`src/rtl/move_scheduler.sv`:
```
// ============================================================================
// move_scheduler : ring-buffered segment scheduler between SPI parser and DDA
// Optional: define MOVE_HALT_EN for the active-low halt_n flush input.
// Revision: 1.0
// ============================================================================
`default_nettype none

module move_scheduler #(
   parameter int DEPTH_BITS = 2,
   parameter int DUR_W      = 64,
   parameter int INC_W      = 64
) (
   input  logic                  wb_clk_i,
   input  logic                  wb_rst_i,
   input  logic                  wr_valid,
   output logic                  wr_ready,
   input  logic                  wr_dir,
   input  logic [DUR_W-1:0]      wr_duration,
   input  logic [INC_W-1:0]      wr_increment,
   input  logic [INC_W-1:0]      wr_incinc,
   output logic                  seg_valid,
   input  logic                  seg_ready,
   output logic                  seg_dir,
   output logic [DUR_W-1:0]      seg_duration,
   output logic [INC_W-1:0]      seg_increment,
   output logic [INC_W-1:0]      seg_incinc,
   input  logic                  seg_done,
`ifdef MOVE_HALT_EN
   input  logic                  halt_n,
`endif
   output logic [DEPTH_BITS:0]   level,
   output logic                  busy,
   output logic                  move_done
);

   localparam int                  c_DEPTH = 1 << DEPTH_BITS;
   localparam logic [DEPTH_BITS:0] c_FULL  = (DEPTH_BITS+1)'(c_DEPTH);
   localparam logic [DEPTH_BITS:0] c_ONE   = (DEPTH_BITS+1)'(1);
   localparam logic [1:0]          c_IDLE  = 2'd0;
   localparam logic [1:0]          c_ISSUE = 2'd1;
   localparam logic [1:0]          c_RUN   = 2'd2;

   logic [1:0]            r_state;
   logic [DEPTH_BITS-1:0] r_wr_ptr;
   logic [DEPTH_BITS-1:0] r_rd_ptr;
   logic [DEPTH_BITS:0]   r_level;
   logic                  r_seg_valid;
   logic                  r_seg_dir;
   logic [DUR_W-1:0]      r_seg_dur;
   logic [INC_W-1:0]      r_seg_inc;
   logic [INC_W-1:0]      r_seg_incinc;
   logic                  r_move_done;

   logic                  r_mem_dir    [c_DEPTH];
   logic [DUR_W-1:0]      r_mem_dur    [c_DEPTH];
   logic [INC_W-1:0]      r_mem_inc    [c_DEPTH];
   logic [INC_W-1:0]      r_mem_incinc [c_DEPTH];

   logic                  w_halt;
   logic                  w_done_fire;
   logic                  w_wr_fire;
   logic                  w_more;
   logic                  w_bypass;
   logic [DEPTH_BITS-1:0] w_rd_next;
   logic [DEPTH_BITS-1:0] w_ld_idx;
   logic                  w_ld_dir;
   logic [DUR_W-1:0]      w_ld_dur;
   logic [INC_W-1:0]      w_ld_inc;
   logic [INC_W-1:0]      w_ld_incinc;

`ifdef MOVE_HALT_EN
   assign w_halt = ~halt_n;
`else
   assign w_halt = 1'b0;
`endif

   assign w_done_fire = (r_state == c_RUN) & seg_done & ~w_halt;
   // A full buffer still accepts a write on the edge that retires the running entry.
   assign wr_ready    = ((r_level != c_FULL) | w_done_fire) & ~w_halt;
   assign w_wr_fire   = wr_valid & wr_ready;
   assign w_rd_next   = r_rd_ptr + 1'b1;
   assign w_more      = (r_level != c_ONE) | w_wr_fire;
   // Last entry retiring while a new one arrives: memory is not written yet, forward the inputs.
   assign w_bypass    = (r_state == c_RUN) & (r_level == c_ONE) & w_wr_fire;
   assign w_ld_idx    = (r_state == c_RUN) ? w_rd_next : r_rd_ptr;
   assign w_ld_dir    = w_bypass ? wr_dir       : r_mem_dir[w_ld_idx];
   assign w_ld_dur    = w_bypass ? wr_duration  : r_mem_dur[w_ld_idx];
   assign w_ld_inc    = w_bypass ? wr_increment : r_mem_inc[w_ld_idx];
   assign w_ld_incinc = w_bypass ? wr_incinc    : r_mem_incinc[w_ld_idx];

   always_ff @(posedge wb_clk_i) begin
      if (w_wr_fire) begin
         r_mem_dir[r_wr_ptr]    <= wr_dir;
         r_mem_dur[r_wr_ptr]    <= wr_duration;
         r_mem_inc[r_wr_ptr]    <= wr_increment;
         r_mem_incinc[r_wr_ptr] <= wr_incinc;
      end
   end

   always_ff @(posedge wb_clk_i or posedge wb_rst_i) begin
      if (wb_rst_i) begin
         r_state      <= c_IDLE;
         r_wr_ptr     <= '0;
         r_rd_ptr     <= '0;
         r_level      <= '0;
         r_seg_valid  <= 1'b0;
         r_seg_dir    <= 1'b0;
         r_seg_dur    <= '0;
         r_seg_inc    <= '0;
         r_seg_incinc <= '0;
         r_move_done  <= 1'b0;
      end else if (w_halt) begin
         r_rd_ptr    <= r_wr_ptr;
         r_level     <= '0;
         r_state     <= c_IDLE;
         r_seg_valid <= 1'b0;
      end else begin
         if (w_wr_fire) r_wr_ptr <= r_wr_ptr + 1'b1;
         case ({w_wr_fire, w_done_fire})
            2'b10:   r_level <= r_level + 1'b1;
            2'b01:   r_level <= r_level - 1'b1;
            default: r_level <= r_level;
         endcase
         case (r_state)
            c_IDLE: begin
               if (r_level != '0) begin
                  r_seg_dir    <= w_ld_dir;
                  r_seg_dur    <= w_ld_dur;
                  r_seg_inc    <= w_ld_inc;
                  r_seg_incinc <= w_ld_incinc;
                  r_seg_valid  <= 1'b1;
                  r_state      <= c_ISSUE;
               end
            end
            c_ISSUE: begin
               if (r_seg_valid & seg_ready) begin
                  r_seg_valid <= 1'b0;
                  r_state     <= c_RUN;
               end
            end
            c_RUN: begin
               if (seg_done) begin
                  r_rd_ptr    <= w_rd_next;
                  r_move_done <= ~r_move_done;
                  if (w_more) begin
                     r_seg_dir    <= w_ld_dir;
                     r_seg_dur    <= w_ld_dur;
                     r_seg_inc    <= w_ld_inc;
                     r_seg_incinc <= w_ld_incinc;
                     r_seg_valid  <= 1'b1;
                     r_state      <= c_ISSUE;
                  end else begin
                     r_state <= c_IDLE;
                  end
               end
            end
            default: r_state <= c_IDLE;
         endcase
      end
   end

   assign seg_valid     = r_seg_valid;
   assign seg_dir       = r_seg_dir;
   assign seg_duration  = r_seg_dur;
   assign seg_increment = r_seg_inc;
   assign seg_incinc    = r_seg_incinc;
   assign level         = r_level;
   assign busy          = (r_state != c_IDLE);
   assign move_done     = r_move_done;

endmodule

`default_nettype wire

```
`config.mk`:
```
export PLATFORM = sky130hd
export DESIGN_NAME = move_scheduler
export DESIGN_NICKNAME = d
export VERILOG_FILES = /design/src/rtl/move_scheduler.sv
export SDC_FILE = /design/constraint.sdc
export NUM_CORES = 1
export LEC_CHECK = 0
export ABC_AREA = 1
export CAP_MARGIN = 0
export CORE_MARGIN = 3
export CORE_UTILIZATION = 40
export DETAILED_ROUTE_END_ITERATION = 7
export GPL_TIMING_DRIVEN = 0
export SYNTH_ARGS = -nofsm -noshare
export SYNTH_HDL_FRONTEND = slang
export SYNTH_SLANG_ARGS = --single-unit
export TNS_END_PERCENT = 30
```
`constraint.sdc`:
```
create_clock -name wb_clk_i -period 13.35 [get_ports wb_clk_i]
set_input_delay 1.335 -clock wb_clk_i [delete_from_list [all_inputs] [get_ports wb_clk_i]]
set_output_delay 1.335 -clock wb_clk_i [all_outputs]
set_load 0.1 [all_outputs]
```
==> out/summary.md, run 1 <==
In the synthesized netlist, the number of instances is 4,406. The DRC marker count from the first detailed-route iteration was 2,785; the maximum clock insertion buffer count was 3. The type of the setup path with the least slack was primary input to output port. The endpoint with the worst hold slack was seg_increment[25].

Setup repair after global routing left no endpoint under its margin. Counting cells, the worst reg-to-reg path comes to 12. The logs give 80.6 mm for the detailed placer's ending HPWL and 0 for the max-slew violation total from the final report.

The number of nets in the final layout was 5,155. The total count of hold-check failures in the final report was 0; the post-synthesis register bit count was 976. Max-cap violation count: 0.

The startpoint of the tightest hold check path was seg_increment[25]. The run finished with clean final reports. After detailed routing, the average wire length per cell comes to 18.9 um.

The remaining antenna violation count after routing is 0. The run gives 80 as the largest net degree at the start of global routing. X dimension of the die: 332 um. The number of clock buffers added by TritonCTS is 108. During synthesis, Yosys emitted a total of 0 warnings. The origin of the critical flop-to-flop path was level[0]. Wires add up to 122 mm.

The worst setup path is captured at an output port. 398 I/O pins were placed. The tightest slew margin relative to the limit came out at 0.218. Synthesis produced a netlist with a net count of 4,613. In the post-synthesis netlist, the biggest area contributors are sky130_fd_sc_hd__edfxtp_1 (54%), sky130_fd_sc_hd__dfrtp_1 (12%), sky130_fd_sc_hd__nand3_1 (11%). In this run, distinct cell masters in the synthesized netlist total 19. Row generation in the floorplan step produced 119 rows.

The final critical-path share of the clock period is 0.354. The slew at the pin closest to its max-slew limit was 1170 ps; the clock insertion delay at the later pin of the skew report was 690 ps. The total setup violations reported at the end of the flow was 0; the number of input and output port buffers inserted was 397. STA classifies the critical path startpoint as a primary input. The cell area after layout was 53,000 um2; the fraction of layout cells with a size suffix above 1 was 0.0640.

The H-tree generated during clock tree synthesis spans 3 levels. The worst hold path belongs to the class flip-flop to flip-flop. In this run the vertical extent of the chip is 332 um. Averaged over all synthesized cells, the footprint is 9.68 um2.

In this run the worst path has a maximum fanout of 5. The congestion estimate from routability-driven global placement came to 0.797. The logs give 0.404 for the initial core utilization and 3400 ps for the arrival time of data at the critical path endpoint. Counting instances, the worst hold path has a depth of 2. The via count of the first global-routing pass was 30.7k; the data required time at the worst endpoint was 12,020 ps.

The synthesized netlist occupies a cell area of 42,600 um2. Timing would allow up to 0.211 GHz. The number of antenna violations at the first check in global routing is 24, and the post-CTS setup buffer count is 0. The post-route minimum period was 4730 ps; the clock sink count was 976. The first global-routing pass estimated 184 mm of wire. The most area-hungry cell type in the Yosys netlist was sky130_fd_sc_hd__edfxtp_1. The run gives 0.216 as the overall fraction of global-route tracks in use.

The logs give 0.663 for the post-synthesis sequential area ratio and 106,000 um2 for the core area. In this run the register-to-register setup slack is 9760 ps. For this run the aggregate overflow at the end of global routing stands at 0.

The pre-antenna-repair detailed-routing pass consisted of 6 iterations. Count of instances resized after the clock tree is built: 0. In this run the critical register-to-register path is captured at r_mem_inc[3][33].

The die footprint came out at 111,000 um2. The run gives 0 as the quantity of hold-fixing buffers added after cts. The vias after detailed routing is 31.5k, and the signed area change from the synthesized netlist to the final layout is 24.3%. After clock tree synthesis, the clock-pin slew on the worst setup and hold paths is 60 ps. The mean number of vias per cell was 4.89. In the routed design, unresolved DRC markers number 0. TritonCTS built the clock tree. The tree is rooted in a sky130_fd_sc_hd__clkbuf_16.

The logs give 27.9 ps for the post-route clock skew and 49,100 um2 for the area after detailed placement. The area fraction of the dominant cell type after synthesis came out at 0.544.
[final cells by class]
cell class	count	area, um2
well taps	1391	1740
fillers	9558	52600
flip-flops and latches	976	28300
clock buffers	140	3010
multi-input cells	2388	10400
inverters	790	2970
repair buffers	432	4730
plain buffers	252	1060
clock inverters	66	807
diodes	15	37.5
[worst max path at each step]
stage	from	endpoint	slack, ps	cells past startpoint
3_3_place_gp	seg_done	r_mem_inc[3][54]	-5230	5
4_1_cts	seg_done	wr_ready	8640	4
2_1_floorplan	level[0]	r_mem_dir[0]	2700	7
5_1_grt	seg_done	wr_ready	8590	4
6_report	seg_done	wr_ready	8620	4
3_5_place_dp	seg_done	r_mem_inc[3][54]	8550	10
[layer usage]
layer,track usage,part of all wire,routed length [um],vias to the layer above
met5,0,0.00098,119,-
met4,0.0570,0.024,2890,18
met3,0.0514,0.079,9670,212
met2,0.358,0.48,58100,1036
met1,0.286,0.42,51000,15000
li1,-,-,-,15200
[cell families after synthesis]
kind of cell,Yosys count,share of synthesized area
AOI/OAI and AO/OA,8,0.000998
xor gates and xnor gates,6,0.00123
adders and majority gates,9,0.00264
buffers and inverters,1042,0.0945
DFF,976,0.663
and+or+nand+nor,2365,0.237
[critical path, cell delays in order]
cell	delay, ps
sky130_fd_sc_hd__clkdlybuf4s50_1	510
sky130_fd_sc_hd__nand2_2	130
sky130_fd_sc_hd__nand2_1	130
sky130_fd_sc_hd__clkdlybuf4s50_1	1280
[cell usage after synthesis]
master	instances
sky130_fd_sc_hd__clkbuf_1	121
sky130_fd_sc_hd__buf_2	93
sky130_fd_sc_hd__nor2_4	1
sky130_fd_sc_hd__nand3_2	1
sky130_fd_sc_hd__o21ai_0	5
sky130_fd_sc_hd__nand2_1	992
sky130_fd_sc_hd__xor2_1	3
sky130_fd_sc_hd__buf_1	38
sky130_fd_sc_hd__inv_2	1
sky130_fd_sc_hd__dfrtp_1	204
sky130_fd_sc_hd__nand2_2	4
sky130_fd_sc_hd__o21a_1	1
sky130_fd_sc_hd__xnor2_1	3
sky130_fd_sc_hd__inv_1	789
sky130_fd_sc_hd__a21oi_1	2
sky130_fd_sc_hd__edfxtp_1	772
sky130_fd_sc_hd__nor2_1	398
sky130_fd_sc_hd__nand3_1	969
sky130_fd_sc_hd__ha_1	9
[layout by cell type, fill, tap and decap left out, types with 5 or more instances in the layout]
master                            synthesis  final
sky130_fd_sc_hd__buf_1                   38     38
sky130_fd_sc_hd__bufinv_16                0     17
sky130_fd_sc_hd__diode_2                  0     15
sky130_fd_sc_hd__buf_16                   0      8
sky130_fd_sc_hd__edfxtp_1               772    772
sky130_fd_sc_hd__clkinv_1                 0      6
sky130_fd_sc_hd__buf_2                   93     93
sky130_fd_sc_hd__clkbuf_8                 0     12
sky130_fd_sc_hd__o21ai_0                  5      5
sky130_fd_sc_hd__buf_12                   0     27
sky130_fd_sc_hd__nor2_4                   1      5
sky130_fd_sc_hd__ha_1                     9      9
sky130_fd_sc_hd__clkinv_2                 0     28
sky130_fd_sc_hd__clkbuf_16                0    111
sky130_fd_sc_hd__nand2_1                992    992
sky130_fd_sc_hd__dfrtp_1                204    204
sky130_fd_sc_hd__inv_1                  789    788
sky130_fd_sc_hd__clkbuf_1               121    138
sky130_fd_sc_hd__clkinvlp_4               0     10
sky130_fd_sc_hd__clkdlybuf4s50_1          0    397
sky130_fd_sc_hd__nand3_1                969    969
sky130_fd_sc_hd__nor2_1                 398    394
[sequential cells by signal (all words and copies together), names as in the netlist]
name / count
r_mem_dur: 256
r_mem_inc: 256
r_mem_incinc: 256
seg_duration: 64
seg_incinc: 64
seg_increment: 64
r_mem_dir: 4
level: 3
r_rd_ptr: 2
r_state: 2
r_wr_ptr: 2
move_done: 1
seg_dir: 1
seg_valid: 1
[per-stage QoR]
step | hold slack [ps] | TNS [ps] | utilization | cells | worst slack, ps
6_report | 476 | 0 | 0.502 | 6450 | 8620
3_5_place_dp | 464 | 0 | 0.466 | 6229 | 8550
3_3_place_gp | 463 | -3825630 | 0.458 | 6194 | -5230
4_1_cts | 481 | 0 | 0.502 | 6435 | 8640
5_1_grt | 492 | 0 | 0.502 | 6436 | 8590
2_1_floorplan | 494 | 0 | - | 4406 | 2700
Power of run 1 is not shown: default switching activity piles up to over one toggle a cycle in this logic, so the estimate is an artifact.
==> run 2, diff against run 1 <==
- clock period: 13.35 -> 4.5 ns (I/O delays scaled with it)
==> run 2 against run 1 <==
Net effect:
- worst hold slack got worse by 320 ps
- highest routed layer unchanged
- sequential cell count did not move
- critical path type is now flip-flop to output port
- cell count barely moved
- setup slack got worse by 7400 ps
- routed wire length fell by 0.52%
- non-clock buffer count grew 5
- critical endpoint unchanged
- critical path depth grew 1
- clock-buffer cell count is 11 higher
==> out/summary.md, run 2 (same netlist as run 1, synthesis figures left out) <==
The number of nets in the final layout is 5,156 (+0.019%), and the layout filler cell count is 9,586 (+0.29%). The logs give 0.404 (unchanged) for the initial core utilization and 111,000 um2 (unchanged) for the die footprint. The tools report the number of cell rows as 119 (unchanged). The tools report the largest net degree at the start of global routing as 41 (-49%). The flow ran to the end, and the final reports show no timing, DRC or antenna violations. The tools report the quantity of hold-fixing buffers added after cts as 0 (unchanged). The final critical-path share of the clock period was 0.739; the number of detailed-route iterations in the first pass was 7 (+1).

The number of input and output port buffers inserted came out at 397 (unchanged). The leading cell type in the layout, fill and taps excluded was sky130_fd_sc_hd__nand2_1. The highest net fanout along the worst path works out to 5 (unchanged). The tools report the final routed DRC violation total as 0 (unchanged). Remaining antenna violation count after routing: 0 (unchanged). The count of instances resized after the clock tree is built is 0 (unchanged).

In the final layout, the registers with the most flip-flops are r_mem_dur x256, r_mem_inc x256, r_mem_incinc x256. On the critical path, the stage with the largest delay is an instance of sky130_fd_sc_hd__clkdlybuf4s50_1. Tightest slew margin relative to the limit: 0.203 (-0.0146).

The peak clock frequency supported by timing came out at 0.301 GHz. The tools report the terminus of the critical flop-to-flop path as seg_increment[25]. The maximum clock insertion buffer count was 3 (unchanged).

Clock insertion delay at the later pin of the skew report: 680 ps (about the same). The logs give 106,000 um2 (unchanged) for the core area and 31.5k (-0.12%) for the vias after detailed routing. For the total CTS buffers, the log shows 104 (-3.7%). The worst setup path is captured at an output port.

The detailed placer's ending HPWL is 80.9 mm (+0.34%). Setup repair after global routing left no endpoint under its margin. Broken down by cell family, the worst path's largest delay share belongs to buffers and inverters. For the arrival time of data at the critical path endpoint, the log shows 2880 ps (-520 ps). The tools report the max-slew violation total from the final report as 0 (unchanged). The post-detailed-route wirelength per cell was 18.8 um (-0.43%); the post-route clock skew was 23.4 ps (-4.51 ps). The CTS clock-pin slew for the worst setup and hold paths was 60 ps (about the same); the logic depth of the worst register-to-register path was 11 (-1). Path category of the worst min-delay check: primary input to asynchronous set/reset pin.

The final RePlAce weighted congestion is 0.797 (unchanged), and the number of antenna violations at the first check in global routing is 28 (+17%). The x dimension of the die was 332 um (unchanged); the total count of hold-check failures in the final report was 0 (unchanged). The post-CTS setup buffer count came out at 0 (unchanged). The logs give 1380 ps (-8380 ps) for the flop-to-flop setup slack and 398 (unchanged) for the I/O pin total. The setup path with the least slack is of type flip-flop to output port.

The slew at the pin closest to its max-slew limit is 1190 ps (+21.8 ps), and the largest stage delay on the critical path is 1270 ps (about the same). In the layout the commonest cells are sky130_fd_sc_hd__nand2_1 (992), sky130_fd_sc_hd__nand3_1 (969), sky130_fd_sc_hd__inv_1 (785), sky130_fd_sc_hd__edfxtp_1 (772), sky130_fd_sc_hd__clkdlybuf4s50_1 (397). The fraction of layout cells with a size suffix above 1 works out to 0.0613 (-0.00273). The data required time at the worst endpoint was 4050 ps (-7970 ps). Total congestion overflow: 0 (unchanged).

The sort of element at the start of the critical path is a flip-flop. The overall die height came out at 332 um (unchanged). The most critical setup path has its endpoint at wr_ready. Compared with the post-synthesis result, the final layout area differs by 23.8%. The mean number of vias per cell came out at 4.89 (about the same). Via count of the first global-routing pass: 30.7k (+0.11%). CTS placed an instance of sky130_fd_sc_hd__clkbuf_16 at the clock tree root.

TritonCTS built the clock tree. The number of buffer and inverter stages on the critical path came out at 2 (unchanged). The tools report the first-pass GRT wire length as 184 mm (-0.53%). In this run the critical register-to-register path is launched from level[1]. Overall fraction of global-route tracks in use: 0.216 (-0.000396).

For the DRC marker count from the first detailed-route iteration, the log shows 2,562 (-8.0%). The post-route minimum period was 3330 ps. Clock sink count: 976 (unchanged). The critical path starts at r_state[1].

H-tree level count: 3 (unchanged). The run gives 121 mm (-0.52%) as the post-detailed-routing wire length. The total setup violations reported at the end of the flow is 0 (unchanged), and the instance count on the critical path is 5 (+1). The tools report the final core area utilization as 0.500 (-0.00220).

The critical path goes through inv_2, nor2_4, nand2_2, nand2_1, clkdlybuf4s50_1. The max-cap violation count came out at 0 (unchanged).
## run 2: per-layer routing
metal  global-route usage  vias up  share of wire
li1                     -    15200              -
met1                0.282    14900           0.42
met2                0.357     1078           0.47
met3               0.0520      214          0.079
met4               0.0662       22          0.026
met5                    0        -         0.0011
## run 2: stage by stage
stage	instance area, um2	setup TNS (ps)	hold WS, ps	cells	worst slack (ps)
after floorplan	42700	-178110	494	4406	-244
after global placement	48400	-2348290	463	6194	-3000
after detailed placement	49300	0	464	6234	1070
after CTS	52700	0	117	6431	1130
after global routing	52700	0	169	6432	1030
final	52800	0	160	6444	1170
## run 2: worst reg2reg max path: stages (launching register included)
cell and delay, ps:
sky130_fd_sc_hd__dfrtp_2 430, sky130_fd_sc_hd__inv_2 80, sky130_fd_sc_hd__ha_1 170, sky130_fd_sc_hd__nand3_1 110, sky130_fd_sc_hd__nand2_1 80, sky130_fd_sc_hd__nand2_1 60, sky130_fd_sc_hd__nand2_2 460, sky130_fd_sc_hd__buf_2 690
sky130_fd_sc_hd__clkbuf_1 590, sky130_fd_sc_hd__nor2_1 120, sky130_fd_sc_hd__nand2_1 150, sky130_fd_sc_hd__nand2_1 70
## run 2: worst min path at each step
stage,from,endpoint,cells past startpoint
6_report,wb_rst_i,seg_duration[12],2
5_1_grt,wb_rst_i,seg_duration[12],2
4_1_cts,wb_rst_i,seg_duration[12],2
3_5_place_dp,seg_incinc[40],seg_incinc[40],2
3_3_place_gp,move_done,move_done,1
2_1_floorplan,r_wr_ptr[0],r_wr_ptr[0],1
## run 2: layout make-up
type | count | area [um2] | share of cell area
Multi-Input combinational cell | 2388 | 10400 | 0.196
Tap cell | 1391 | 1740 | 0.0330
Antenna cell | 13 | 32.5 | 0.000617
Buffer | 252 | 1060 | 0.0201
Timing Repair Buffer | 437 | 4850 | 0.0919
Inverter | 790 | 2970 | 0.0563
Clock buffer | 151 | 2940 | 0.0557
Clock inverter | 46 | 524 | 0.00994
Sequential cell | 976 | 28300 | 0.536
Power of run 2 is left out for the same reason.
